## config.mk

```make
export PLATFORM = sky130hd
export DESIGN_NAME = truth_table_sweeper
export DESIGN_NICKNAME = d
export VERILOG_FILES = /design/src/rtl/truth_table_sweeper.sv
export SDC_FILE = /design/constraint.sdc
export NUM_CORES = 1
export LEC_CHECK = 0
export CAP_MARGIN = 30
export CORE_MARGIN = 1
export CORE_UTILIZATION = 45
export DETAILED_ROUTE_END_ITERATION = 16
export PLACE_DENSITY = 0.82
export SLEW_MARGIN = 10
export SYNTH_ARGS = -nofsm -noshare
export SYNTH_HDL_FRONTEND = slang
export SYNTH_SLANG_ARGS = --single-unit
export TNS_END_PERCENT = 1
```

## constraint.sdc

```tcl
create_clock -name clk -period 2.6 [get_ports clk]
set_input_delay 0.78 -clock clk [delete_from_list [all_inputs] [get_ports clk]]
set_output_delay 0.78 -clock clk [all_outputs]
set_load 0.02 [all_outputs]
```

## src/rtl/truth_table_sweeper.sv

```systemverilog
// rtl/truth_table_sweeper.sv - sweeps a programmable N_IN-input truth table over a valid/ready stream
// Optional TT_SIG_EN macro adds an 8-bit running signature output (sig).
module truth_table_sweeper #(
  parameter int N_IN = 3
) (
  input  logic                   clk,
  input  logic                   reset,
  input  logic                   tt_load,
  input  logic [(1<<N_IN)-1:0]   tt_data,
  input  logic                   start,
  input  logic                   abort,
  output logic                   out_valid,
  input  logic                   out_ready,
  output logic [N_IN-1:0]        out_row,
  output logic                   out_s,
  output logic                   busy,
  output logic                   done,
`ifdef TT_SIG_EN
  output logic [N_IN:0]          ones_cnt,
  output logic [7:0]             sig
`else
  output logic [N_IN:0]          ones_cnt
`endif
);

  typedef enum logic [1:0] {S_IDLE, S_RUN, S_DONE} state_t;

  localparam logic [N_IN-1:0] LAST_ROW = {N_IN{1'b1}};

  state_t                state_q, state_d;
  logic [(1<<N_IN)-1:0]  tt_reg;
  logic                  xfer;
  logic                  last_row;
  logic                  start_ok;
  logic                  load_ok;

  assign out_valid = (state_q == S_RUN);
  assign busy      = (state_q == S_RUN);
  assign done      = (state_q == S_DONE);
  assign out_s     = tt_reg[out_row];
  assign last_row  = (out_row == LAST_ROW);

  // abort outranks every other request, including a transfer on the same edge
  assign xfer     = out_valid & out_ready & ~abort;
  assign start_ok = start   & ~abort & (state_q != S_RUN);
  assign load_ok  = tt_load & ~abort & (state_q != S_RUN);

  always_comb begin
    state_d = state_q;
    case (state_q)
      S_IDLE:  if (start) state_d = S_RUN;
      S_RUN:   if (xfer && last_row) state_d = S_DONE;
      S_DONE:  if (start) state_d = S_RUN;
      default: state_d = S_IDLE;
    endcase
    if (abort) state_d = S_IDLE;
  end

  always_ff @(posedge clk) begin
    if (reset) begin
      state_q  <= S_IDLE;
      tt_reg   <= '0;
      out_row  <= '0;
      ones_cnt <= '0;
`ifdef TT_SIG_EN
      sig      <= '0;
`endif
    end else begin
      state_q <= state_d;
      if (load_ok) tt_reg <= tt_data;
      if (start_ok) begin
        out_row  <= '0;
        ones_cnt <= '0;
`ifdef TT_SIG_EN
        sig      <= '0;
`endif
      end else if (xfer) begin
        ones_cnt <= ones_cnt + {{N_IN{1'b0}}, out_s};
`ifdef TT_SIG_EN
        sig      <= {sig[6:0], sig[7] ^ out_s};
`endif
        // the final row stays on out_row after the sweep completes
        if (!last_row) out_row <= out_row + N_IN'(1);
      end
    end
  end

endmodule

```

# Word level (Yosys, flattened, before mapping)
# Cells that the tools add are included.
# classes
n_addsub	2
multipliers	0
div	0
magnitude_cmp	1
eq_ne	6
n_shift	0
n_mux	5
n_bitwise	8
n_reduce_logical	7
# ops
op	n
$and A1 B1 Y1	6
$ne A2 B1 Y1 const B	3
$reduce_or A2 Y1	3
$add A4 B1 Y4	1
$lt A3 B4 Y1 const B	1
$mux W2	2
$pmux W2 S2	1
$reduce_and A2 Y1	2
$add A3 B1 Y3 const B	1
$bmux W1 S3	1
$eq A3 B3 Y1 const B	1
$eq A2 B1 Y1 const B	1
$eq A2 B2 Y1 const B	1
$logic_not A2 Y1	1
$not A1 Y1	2
$logic_and A1 B1 Y1	1
$mux W1	1
# word_totals
ff_bits	17
latch_bits	0
ram_bits	0
mem_bits_ro	0
input_bits	14
out_inout_bits	11
elab_cells	33
memories	0

# Longest topological paths before layout
# depth
word_depth	6
mapped_depth	7
depth_no_buf	7

# Worst setup path before layout
# No wires, ideal clock.
# synth_timing
path_type	register -> output
start	register out_row[0]
end	output out_s
arrival_time_ps	1384
t_required_ps	1820
slack_ps	436
stages_incl_launch_ff	3
path_buffers	0
path_cell_list	dfxtp_1 mux4_2 mux2_2
# synth_via
elab_chain_cells	2
# synth_rtl
item	line_no	text
from (decl)	14	output logic [N_IN-1:0] out_row,
from (signal assigned)	83	if (!last_row) out_row <= out_row + N_IN'(1);
$bmux W1 S3	40	assign out_s = tt_reg[out_row];
$mux W1 (not written as such)	40	
to (decl)	15	output logic out_s,
# No other way between the ends. The select of a mux whose other input is x is not followed.

# Worst setup path after layout
# Ends and elaborated chain as after synthesis.

==> run summary <==
Crit. End Element -> output port
Largest register FFs -> 8
Syn. warnings -> 0
Max-slew headroom -> 70.8%
Mapped Nets -> 110
Core area -> 1730 um2
Fin Setup TNS -> 0 ns
Netlist cell types -> 24
Num CTS Buffers -> 3
Worst clock skew -> 0.00681 ns
Ys flop type -> dfxtp_1
I/O Buffers -> 24
Outcome -> completed
Placed Instance Area -> 1100 um2
Worst-Margin Slew -> 0.437 ns
Register area share after synthesis -> 41.1%
Synth area leaders -> dfxtp_1, a21oi_1, o21ai_0
Post-synth top cells -> dfxtp_1, a21oi_1, o21ai_0
WL/cell -> 13.5 um
Final wirelength -> 1930 um
GRT Total Usage -> 23.4%
Post-layout min period -> 2.54 ns
Achievable Freq -> 393 MHz
DRT antenna net count -> 0
Htree depth -> 1
Syn avg cell area -> 9.00 um2
Share of the synthesized area in the top cell type -> 41.1%
CP delay by family, top -> multiplexers
Synth Cell Area -> 828 um2
Share of cells above drive strength 1 -> 12.7%
Stages on worst setup path -> 3
Required time of the critical path -> 1.82 ns
Yosys reg bits -> 17
I/O Pins -> 25
EDFF count, synth -> 0
Via Count -> 801
Pwr/cell area -> 429 nW/um2
1st-pass router iterations -> 4
Die Ht -> 44.9 um
Peak supply drop -> 0.339 mV
Number of inserted diodes -> 0
Largest net degree at the start of global routing -> 12
Lkg Pwr -> 0.401 nW
Clk Latency, worst-skew pair -> 0.30 ns
RSZ-0062 raised after global routing -> no
Post-CTS Setup Repair Bufs -> 0
Crit Path Category -> register to output port
Initial antenna violation count -> 0
Flop-to-flop setup slack -> 0.69 ns
Hold depth -> 2
Initial core utilization -> 48.0%
Crit path cell chain -> mux4_2 -> mux2_2 -> clkdlybuf4s15_1
Clk root buf -> clkbuf_4
CP max-delay cell -> mux4_2
Final worst-path cycle share -> 97.8%
DR vias/cell -> 5.60
Max stage delay on crit path -> 0.50 ns
Synth-to-layout area growth -> 36.0%
Die width -> 44.9 um
CP max FO -> 3
Worst setup SP type -> register
Fin. max-slew vios -> 0
Final setup fails -> 0
Hold Path Class -> register to register
Async set-reset flop share out of synthesis -> 0%
Most frequent cell after synthesis -> dfxtp_1
Row count -> 15
CP bufs+invs -> 1
Gpl congestion -> 0.821
First-pass GRT wire length -> 3340 um
Reg clk slew, reported paths -> 0.10 ns
DRC viols -> 0
Fin area -> 1130 um2
NumNets Final -> 137
Full die area -> 2020 um2
Vias in the first global route -> 776
CTS tree -> done
Congestion Overflow GR -> 0
Arr. time, crit path -> 1.76 ns
Post-DP HPWL -> 1470 um
Detailed router's first-iteration violation count -> 30
Mapped Cells -> 92
MaxCap Viol Count -> 0
Cell taking the most area after synthesis -> dfxtp_1
CTS sink cnt -> 17
CTS max path bufs -> 2
Final hold vios -> 0
Cell count of the worst reg-to-reg path -> 6
logic make-up after synthesis:
| family | synth area share (%) |
|---|---|
| DFF | 41.1 |
| muxes | 6.80 |
| adders and majority gates | 6.04 |
| and+or+nand+nor | 18.3 |
| buffers and inverters | 5.29 |
| AOI/OAI and AO/OA | 22.5 |
layout by cell type (no fill, tap or decap), drive strengths merged, types with 2 or more instances in the layout:
cell type / instances
nand2: 5
dfxtp: 17
or3: 3
ha: 4
clkbuf: 3
inv: 5
nand2b: 2
mux4: 2
a21oi: 15
nand3: 11
o21ai: 14
buf: 3
clkdlybuf4s50: 23
worst reg2reg max path, cell delays in order, from the launching register on:
cell and delay [ns]:
dfxtp_2 0.37, mux4_2 0.50, mux2_2 0.30, ha_1 0.22, ha_1 0.28, nand2_1 0.07
a21oi_1 0.05
path summary, 6_finish.rpt:
path	end	start
max	out_s	out_row[0]$_SDFFE_PP0P_
min	ones_cnt[0]$_SDFFE_PP0P_	ones_cnt[0]$_SDFFE_PP0P_
max reg2reg	ones_cnt[1]$_SDFFE_PP0P_	out_row[0]$_SDFFE_PP0P_
min reg2reg	ones_cnt[0]$_SDFFE_PP0P_	ones_cnt[0]$_SDFFE_PP0P_
area by class of cell:
| cell class | count | area [um2] |
|---|---|---|
| fill | 162 | 601 |
| tap | 25 | 31.3 |
| sequential | 17 | 342 |
| inverter | 5 | 18.8 |
| clock inverter | 1 | 5.00 |
| timing repair buffer | 27 | 263 |
| clock buffer | 3 | 22.5 |
| multi-input combinational | 65 | 444 |
power by group:
group          internal (mW)  switching (mW)  total [mW]
Sequential             0.267         0.00440       0.271
Combinational         0.0348          0.0302      0.0650
Clock                 0.0575          0.0886       0.146
per-stage QoR:
step                utilization [%]  instances  worst slack, ns  hold slack [ns]  power [mW]
floorplan                         -         92            0.436            0.451       0.308
global placement               63.6        139            0.120            0.465       0.340
detailed placement             63.6        139           0.0960            0.474       0.342
CTS                            65.1        143           0.0188            0.489       0.484
global route                   65.2        143           0.0158            0.506       0.504
finish                         65.2        143           0.0562            0.482       0.483
metal layers:
metal | vias up | share of wire [%] | track usage (%)
li1 | 386 | - | -
met1 | 381 | 40 | 26.5
met2 | 29 | 52 | 40.9
met3 | 5 | 5.1 | 7.20
met4 | 0 | 2.0 | 9.09
met5 | - | 0 | 0
timing repair:
item	CTS	global route
endpoints found under the setup margin	1	1
hold buffers	0	0
hold endpoints to repair	0	0
gates resized for setup	2	1
(Power assumes the default switching activity.)
